File: src/rtl/seg7_pkg.sv
// Shared constants and scan-state type for the 7-segment readback decoder.
package seg7_pkg;

  localparam logic [6:0] SEG7_D0 = 7'b1111110;
  localparam logic [6:0] SEG7_D1 = 7'b0110000;
  localparam logic [6:0] SEG7_D2 = 7'b1101101;
  localparam logic [6:0] SEG7_D3 = 7'b1111001;
  localparam logic [6:0] SEG7_D4 = 7'b0110011;
  localparam logic [6:0] SEG7_D5 = 7'b1011011;
  localparam logic [6:0] SEG7_D6 = 7'b1011111;
  localparam logic [6:0] SEG7_D7 = 7'b1110000;
  localparam logic [6:0] SEG7_D8 = 7'b1111111;
  localparam logic [6:0] SEG7_D9 = 7'b1111011;

  localparam logic [3:0] BCD_INVALID = 4'hF;

  typedef enum logic [1:0] {
    IDLE,
    COLLECT,
    CONFIRM,
    LOCKED
  } scan_state_t;

endpackage

File: src/rtl/seg7_to_bcd.sv
// Combinational 7-segment (a..g, active-high) to BCD decode with a legality flag.
module seg7_to_bcd
  import seg7_pkg::*;
(
  input  logic [6:0] seg,
  output logic [3:0] bcd,
  output logic       legal
);

  always_comb begin
    bcd   = BCD_INVALID;
    legal = 1'b1;
    case (seg)
      SEG7_D0: bcd = 4'd0;
      SEG7_D1: bcd = 4'd1;
      SEG7_D2: bcd = 4'd2;
      SEG7_D3: bcd = 4'd3;
      SEG7_D4: bcd = 4'd4;
      SEG7_D5: bcd = 4'd5;
      SEG7_D6: bcd = 4'd6;
      SEG7_D7: bcd = 4'd7;
      SEG7_D8: bcd = 4'd8;
      SEG7_D9: bcd = 4'd9;
      default: legal = 1'b0;
    endcase
  end

endmodule

File: src/rtl/seg7_scan_decoder.sv
// Samples a multiplexed 7-segment bus, rebuilds the digit word, publishes it after stable scans.
// Define SEG7_SCAN_ACTIVE_LOW_EN for common-anode displays (seg_in/an_in inverted at the input).
module seg7_scan_decoder
  import seg7_pkg::*;
#(
  parameter int  DIGITS       = 6,
  parameter int  STABLE_SCANS = 2,
  localparam int IW           = (DIGITS > 1) ? $clog2(DIGITS) : 1
) (
  input  logic                clk,
  input  logic                rst_n,
  input  logic [6:0]          seg_in,
  input  logic [DIGITS-1:0]   an_in,
  output logic [4*DIGITS-1:0] digits_out,
  output logic                frame_valid,
  output logic                err,
  output logic [IW-1:0]       err_digit
);

  localparam logic [3:0] STABLE = 4'(STABLE_SCANS);
  localparam int         W      = 4 * DIGITS;

  logic [6:0]        seg_d, seg_r;
  logic [DIGITS-1:0] an_d, an_r, an_h;
  logic [W-1:0]      work_buf, work_n, last_scan, last_n;
  logic [DIGITS-1:0] seen, seen_n;
  logic [3:0]        cnt, cnt_n;
  logic [3:0]        bcd;
  logic              legal, sample, illegal, complete, equal, publish;
  logic [IW-1:0]     idx;
  scan_state_t       state, state_n;

`ifdef SEG7_SCAN_ACTIVE_LOW_EN
  assign seg_d = ~seg_in;
  assign an_d  = ~an_in;
`else
  assign seg_d = seg_in;
  assign an_d  = an_in;
`endif

  seg7_to_bcd u_dec (
    .seg   (seg_r),
    .bcd   (bcd),
    .legal (legal)
  );

  always_ff @(posedge clk or negedge rst_n) begin
    if (!rst_n) begin
      seg_r     <= '0;
      an_r      <= '0;
      an_h      <= '0;
      work_buf  <= '0;
      last_scan <= '0;
      seen      <= '0;
      cnt       <= '0;
    end else begin
      seg_r     <= seg_d;
      an_r      <= an_d;
      an_h      <= an_r;
      work_buf  <= work_n;
      last_scan <= last_n;
      seen      <= seen_n;
      cnt       <= cnt_n;
    end
  end

  // Only the second and later cycles of a one-hot dwell are trusted.
  always_comb begin
    sample   = $onehot(an_r) && (an_r == an_h);
    idx      = '0;
    work_n   = work_buf;
    last_n   = last_scan;
    seen_n   = seen;
    cnt_n    = cnt;
    illegal  = 1'b0;
    complete = 1'b0;
    equal    = 1'b0;
    publish  = 1'b0;
    for (int i = 0; i < DIGITS; i++) begin
      if (an_r[i]) idx = IW'(i);
    end
    if (sample) begin
      if (!legal) begin
        illegal = 1'b1;
        work_n  = '0;
        seen_n  = '0;
        cnt_n   = '0;
      end else begin
        for (int i = 0; i < DIGITS; i++) begin
          if (an_r[i]) begin
            work_n[4*i +: 4] = bcd;
            seen_n[i]        = 1'b1;
          end
        end
        if (&seen_n) begin
          complete = 1'b1;
          equal    = (work_n == last_scan);
          if (!equal)
            cnt_n = 4'd1;
          else if (cnt < STABLE)
            cnt_n = cnt + 4'd1;
          last_n  = work_n;
          seen_n  = '0;
          // A saturated identical run has already been published.
          publish = (cnt_n == STABLE) && !(equal && (cnt == STABLE));
        end
      end
    end
  end

  always_comb begin
    state_n = state;
    if (illegal)
      state_n = IDLE;
    else if (complete)
      state_n = (cnt_n == STABLE) ? LOCKED : CONFIRM;
    else if (sample && (state == IDLE))
      state_n = COLLECT;
  end

  always_ff @(posedge clk or negedge rst_n) begin
    if (!rst_n)
      state <= IDLE;
    else
      state <= state_n;
  end

  always_ff @(posedge clk or negedge rst_n) begin
    if (!rst_n) begin
      digits_out  <= '0;
      frame_valid <= 1'b0;
      err         <= 1'b0;
      err_digit   <= '0;
    end else begin
      frame_valid <= publish;
      err         <= illegal;
      if (publish) digits_out <= work_n;
      if (illegal) err_digit  <= idx;
    end
  end

endmodule

File: config.mk
export PLATFORM = sky130hd
export DESIGN_NAME = seg7_scan_decoder
export DESIGN_NICKNAME = d
export VERILOG_FILES = /design/src/rtl/seg7_pkg.sv /design/src/rtl/seg7_to_bcd.sv /design/src/rtl/seg7_scan_decoder.sv
export SDC_FILE = /design/constraint.sdc
export NUM_CORES = 1
export LEC_CHECK = 0
export ABC_AREA = 1
export BUFFER_PORTS_ARGS = -buffer_cell sky130_fd_sc_hd__clkbuf_2
export CAP_MARGIN = 40
export CORE_ASPECT_RATIO = 0.5
export CORE_UTILIZATION = 60
export CTS_CLUSTER_SIZE = 10
export DETAILED_ROUTE_END_ITERATION = 10
export PLACE_DENSITY = 0.8
export SYNTH_ARGS = -nofsm -noshare
export SYNTH_HDL_FRONTEND = slang
export SYNTH_SLANG_ARGS = --single-unit
export TNS_END_PERCENT = 10
File: constraint.sdc
create_clock -name clk -period 5.3 [get_ports clk]
set_input_delay 0.265 -clock clk [delete_from_list [all_inputs] [get_ports clk]]
set_output_delay 0.265 -clock clk [all_outputs]
set_load 0.02 [all_outputs]
==> results of run 1 <==
final cells by class:
type                            count  area share
Sequential cell                   106       0.443
Multi-Input combinational cell    468       0.402
Timing Repair Buffer               48      0.0426
Inverter                           63      0.0395
Clock buffer                       10      0.0382
Tap cell                          117      0.0244
Clock inverter                      6      0.0100
synthesized netlist by cell type, drive strengths merged:
| cell | count |
|---|---|
| a21boi | 2 |
| a21oi | 13 |
| a22o | 8 |
| and3 | 2 |
| buf | 13 |
| clkbuf | 8 |
| dfrtp | 106 |
| fa | 3 |
| ha | 3 |
| inv | 63 |
| nand2 | 217 |
| nand3 | 81 |
| nand3b | 5 |
| nand4 | 4 |
| nor2 | 51 |
| nor3 | 2 |
| nor3b | 1 |
| nor4 | 1 |
| o2111ai | 1 |
| o211ai | 1 |
| o21a | 2 |
| o21ai | 48 |
| o22a | 3 |
| or2 | 15 |
| xnor2 | 3 |
| xor2 | 2 |
report_power, final:
| group | switching [W] | total [W] | leakage (nW) | internal (W) |
|---|---|---|---|---|
| sequential | 0.0000261 | 0.000860 | 1.43 | 0.000834 |
| clock | 0.000319 | 0.000650 | 0.141 | 0.000331 |
| combinational | 0.000105 | 0.000160 | 1.55 | 0.0000553 |
| total | 0.000450 | 0.00167 | 3.12 | 0.00122 |
worst max-delay path by stage:
| stage | startpoint | to | depth (start not counted) |
|---|---|---|---|
| 2_1_floorplan | an_r[0]$_DFF_PN0_ | last_scan[17]$_DFFE_PN0P_ | 18 |
| 5_1_grt | an_r[3]$_DFF_PN0_ | cnt[1]$_DFFE_PN0P_ | 17 |
| 3_3_place_gp | an_r[3]$_DFF_PN0_ | cnt[3]$_DFFE_PN0P_ | 17 |
| 3_5_place_dp | an_r[3]$_DFF_PN0_ | cnt[3]$_DFFE_PN0P_ | 17 |
| 6_report | an_r[3]$_DFF_PN0_ | cnt[3]$_DFFE_PN0P_ | 17 |
| 4_1_cts | an_r[3]$_DFF_PN0_ | cnt[3]$_DFFE_PN0P_ | 17 |
registers in the layout, indices dropped and copies added, names as in the netlist, 3 cells and up:
signal and flops:
seg_r 7, err_digit 3, last_scan 24, seen 6, an_h 6, an_r 6
cnt 4, work_buf 24, digits_out 24
logic make-up after synthesis:
group | after synthesis
xor gates and xnor gates | 5
and+or+nand+nor | 379
AOI/OAI and AO/OA | 78
buffers and inverters | 84
DFF | 106
adders and majority gates | 6
through the flow:
stage / cells / cell area [µm²]
after floorplan: 658 / 5430
after global placement: 802 / 5700
after detailed placement: 802 / 5700
after CTS: 818 / 5990
after global routing: 818 / 5990
final: 818 / 5990
layer usage:
metal | track usage | vias to the layer above
met5 | 0 | -
met4 | 0.0988 | 0
met3 | 0.0731 | 25
met2 | 0.423 | 195
met1 | 0.456 | 2124
li1 | - | 2189
==> flow_summary.yaml, run 1 <==
synth:
  synth-seq-cells: 106
  avgSynthCellArea_um2: 8.26
  synth_top_family_by_area: "simple AND/OR/NAND/NOR gates"
  synthMuxAreaShare: 0
  synth_area_um2: 5430
  synth_top_area_cell: "dfrtp_1"
  synth_nets: 679
  synth_area_leaders: "dfrtp_1 (49%), nand2_1 (14%), nand3_1 (6.5%), inv_1 (4.1%), o21ai_0 (4.1%)"
  ys_types: 42
  synth_cells: 658
  synth_compound_area_frac: 0.0831
  synth-simple-area-share: 0.335
  synth-seq-area-share: 0.488
  synth_adder_area_share: 0.0180
  synth_top_area_frac: 0.488
  synth_xor_xnor_area_share: 0.00806
  yosys_warnings: 0
floorplan:
  initial_core_util: 0.622
  die_h_um: 69.3
  rows: 24
  coreArea_um2: 8740
  dieWidth_um: 137
  io_pins: 44
  die_area_um2: 9460
worst_setup_path:
  cpLargestDelayFamily: "adder cells"
  cp.arrival_ps: 4650
  cp-end-kind: "flop"
  cp_max_fo: 23
  crit_required_ps: 5580
  slowest_stage: "dfrtp_1"
  slowest_delay_ps: 590
  crit_chain: "fa_1 -> inv_1 -> fa_1 -> inv_1 -> ha_1 -> fa_1 -> nor3b_1 -> nand3_1 -> nor2_4 -> inv_2 -> a21oi_2 -> buf_4 -> inv_2 -> nor2_4 -> buf_4 -> nand3_1 -> a21oi_1"
  rr_startpoint: "an_r[3]$_DFF_PN0_"
  start_kind: "flop"
  cp_common_cell: "fa_1"
  r2r-end: "cnt[3]$_DFFE_PN0P_"
  rr_worst_depth: 17
  crit_type: "reg -> reg"
  crit_buf_inv: 6
  r2r_slack_ps: 930
global_route:
  grt_max_degree: 62
  antenna_found_initial: 0
  grt_pass1_wl_um: 21300
  first_global_vias: 4199
  track_usage: 0.301
  gr-total-overflow: 0
timing:
  post-route-period-util: 0.825
  rsz0062_at_grt: "no"
  worst_slew_pin_slew_ps: 786
  max-slew-margin-rel: 0.476
  setup_slack_ps: 929
  fin_worst_skew_ps: 12.4
  fin_crit_ps: 4370
  fmax_mhz: 229
  slew_viol_final: 0
  setup_viol: 0
  final.setup.tns_ps: 0
  hold_violations: 12
  hold_slack_ps: -26.0
drt:
  first_pass_iters: 5
  antenna_left: 0
  routed.top_layer: "met4"
  drt-total-wl_um: 13100
  via_count: 4533
  met1_length_um: 6260
  wl_met2_um: 5370
  via_per_inst: 5.54
  dr.first_iter.drc_count: 408
  drc: 0
  routedWlPerCell_um: 16.0
  met3_length_um: 1210
finish:
  register_area_um2: 2650
  final_core_util: 0.686
  layout_common_cells: "nand2_1 (205), dfrtp_1 (106), nand3_1 (71), inv_1 (59), o21ai_0 (44)"
  layout-drive-gt1-share: 0.170
  nFillCells: 682
  final_common_cell: "nand2_1"
  layout.nets: 717
  synthToLayoutAreaGrowth_pct: 10.3
  diodes: 0
  multi_input_area_um2: 2410
clock_tree:
  tritoncts: "yes"
  cts_buffer_depth: 2
  clkTransAtPathRegs_ps: 70
  cts_made_buffers: 9
  post_cts_buffers: 0
  holdBufCountCts: 0
  ctsResizeCount: 0
  clock_latency_ps: 360
  cts_sinks: 106
  cts_root_buf: "clkbuf_16"
  htree_num_levels: 3
flow_run:
  maxCapViolCount: 0
placed_design:
  port_buffers: 43
  hpwlAfterDp_um: 9230
  routabilityCongestion: 0.903
  pre_cts_ws_ps: 976
outcome:
  status: "finished with violations"
  violations: "negative hold slack"
pwr:
  total_power_w: 0.00167
  powerDensity_nw_per_um2: 279
  vdd_drop_max_uv: 206
  power.leakage_nw: 3.12
min_path:
  hold_path_class: "in -> async"
No activity file was read; power rests on OpenSTA's default activity.
==> run 2: changes to the inputs <==
- clock period: 5.3 -> 4.29 ns (I/O delays scaled with it)
==> run 2 against run 1 <==
The run now ends clean. Via count rose by 1.5%. Setup slack got worse by 550 ps. Wire length fell by 3.0%. Final cell count rose by 2.6%. Critical endpoint is now last_scan[19]$_DFFE_PN0P_. Highest routed layer unchanged.
==> flow_summary.yaml, run 2 (same netlist as run 1, synthesis figures left out) <==
global_route:
  antenna_found_initial: 0
  first_global_vias: 4422
  grt_max_degree: 62
  track_usage: 0.299
  grt_pass1_wl_um: 21500
  gr-total-overflow: 0
worst_setup_path:
  crit_chain: "fa_1 -> inv_1 -> fa_1 -> inv_1 -> ha_1 -> fa_1 -> nor3b_2 -> nand3_1 -> nor2_4 -> inv_2 -> a21oi_2 -> inv_2 -> nor2_4 -> inv_2 -> nand2_1 -> o21ai_0"
  r2r-end: "last_scan[19]$_DFFE_PN0P_"
  cp.arrival_ps: 4140
  cp-end-kind: "flop"
  crit_buf_inv: 5
  crit_required_ps: 4510
  cp_max_fo: 29
  r2r_slack_ps: 380
  slowest_delay_ps: 540
  cpLargestDelayFamily: "adder cells"
  slowest_stage: "fa_1"
  rr_worst_depth: 16
  crit_type: "reg -> reg"
  rr_startpoint: "an_r[0]$_DFF_PN0_"
  start_kind: "flop"
clock_tree:
  cts_buffer_depth: 2
  htree_num_levels: 3
  clkTransAtPathRegs_ps: 70
  cts_sinks: 106
  cts_root_buf: "clkbuf_16"
  clock_latency_ps: 360
  cts_made_buffers: 9
  tritoncts: "yes"
floorplan:
  coreArea_um2: 8740
  initial_core_util: 0.622
  io_pins: 44
  die_area_um2: 9460
  rows: 24
  dieWidth_um: 137
  die_h_um: 69.3
finish:
  layout-drive-gt1-share: 0.177
  layout.nets: 738
  layout_common_cells: "nand2_1 (205), dfrtp_1 (106), nand3_1 (71), inv_1 (59), o21ai_0 (44)"
  final_common_cell: "nand2_1"
  top_regs: "digits_out x24, last_scan x24, work_buf x24"
  fin_cells: 839
  nFillCells: 667
  diodes: 0
  synthToLayoutAreaGrowth_pct: 14.4
placed_design:
  hpwlAfterDp_um: 9100
  dpl.cell_count: 809
  routabilityCongestion: 0.900
  port_buffers: 43
flow_run:
  maxCapViolCount: 0
timing:
  setup_viol: 0
  fin_worst_skew_ps: 11.3
  slew_viol_final: 0
  max-slew-margin-rel: 0.608
  final.setup.tns_ps: 0
  hold_violations: 0
  fin_crit_ps: 3910
  post-route-period-util: 0.912
  fmax_mhz: 256
  rsz0062_at_grt: "no"
  worst_slew_pin_slew_ps: 586
drt:
  dr.first_iter.drc_count: 325
  antenna_left: 0
  via_per_inst: 5.48
  first_pass_iters: 5
  drt-total-wl_um: 12700
  drc: 0
  routedWlPerCell_um: 15.2
  via_count: 4601
pwr:
  vdd_drop_max_uv: 254
  powerDensity_nw_per_um2: 334
  power.leakage_nw: 3.23
min_path:
  hold_path_class: "in -> async"
outcome:
  status: "completed"
==> run 2: layout make-up <==
type                    instances  area, µm²  area share
repair buffers                 69        480      0.0773
well taps                     117        146      0.0235
clock inverters                 7       60.1     0.00966
clock buffers                   9        225      0.0362
multi-input cells             468       2420       0.389
flip-flops and latches        106       2650       0.427
inverters                      63        236      0.0380
==> run 2: per-stage QoR <==
step / hold WS, ps / setup slack, ps / total power, W / util / cell area (µm²)
2_1_floorplan: -81.1 / 417 / 0.00120 / - / 5430
3_3_place_gp: 323 / 386 / 0.00127 / 0.659 / 5760
3_5_place_dp: 86.7 / 268 / 0.00128 / 0.662 / 5790
4_1_cts: 253 / 266 / 0.00208 / 0.711 / 6210
5_1_grt: 288 / 20.4 / 0.00215 / 0.711 / 6220
6_report: 265 / 379 / 0.00207 / 0.711 / 6220
==> run 2: worst max path at each step <==
stage / startpoint / end / slack (ps) / cells after the start
floorplan: an_r[0]$_DFF_PN0_ / last_scan[17]$_DFFE_PN0P_ / 420 / 18
global placement: an_r[0]$_DFF_PN0_ / last_scan[16]$_DFFE_PN0P_ / 390 / 16
detailed placement: an_r[0]$_DFF_PN0_ / last_scan[19]$_DFFE_PN0P_ / 270 / 16
CTS: an_r[0]$_DFF_PN0_ / last_scan[19]$_DFFE_PN0P_ / 270 / 16
global route: an_r[0]$_DFF_PN0_ / last_scan[20]$_DFFE_PN0P_ / 20 / 15
finish: an_r[0]$_DFF_PN0_ / last_scan[19]$_DFFE_PN0P_ / 380 / 16
==> run 2: what timing repair did <==
| item | 4_1_cts | 5_1_grt |
|---|---|---|
| hold buffers | 14 | 0 |
| buffers inserted | 0 | 0 |
| resized for setup | 0 | 1 |
| hold endpoints to repair | 27 | 0 |
| setup endpoints to repair | 0 | 17 |
==> run 2: report_power, final <==
group          internal (W)  switching, W  total [W]  leakage [nW]
Sequential          0.00103     0.0000220    0.00105          1.43
Combinational     0.0000827      0.000138   0.000220          1.65
Clock              0.000405      0.000396   0.000801         0.143
==> run 2: per-layer routing <==
| layer | vias up | track usage | part of all wire |
|---|---|---|---|
| met3 | 21 | 0.0709 | 0.079 |
| li1 | 2239 | - | - |
| met5 | - | 0 | 0 |
| met2 | 170 | 0.412 | 0.41 |
| met1 | 2171 | 0.457 | 0.49 |
| met4 | 0 | 0.105 | 0.014 |
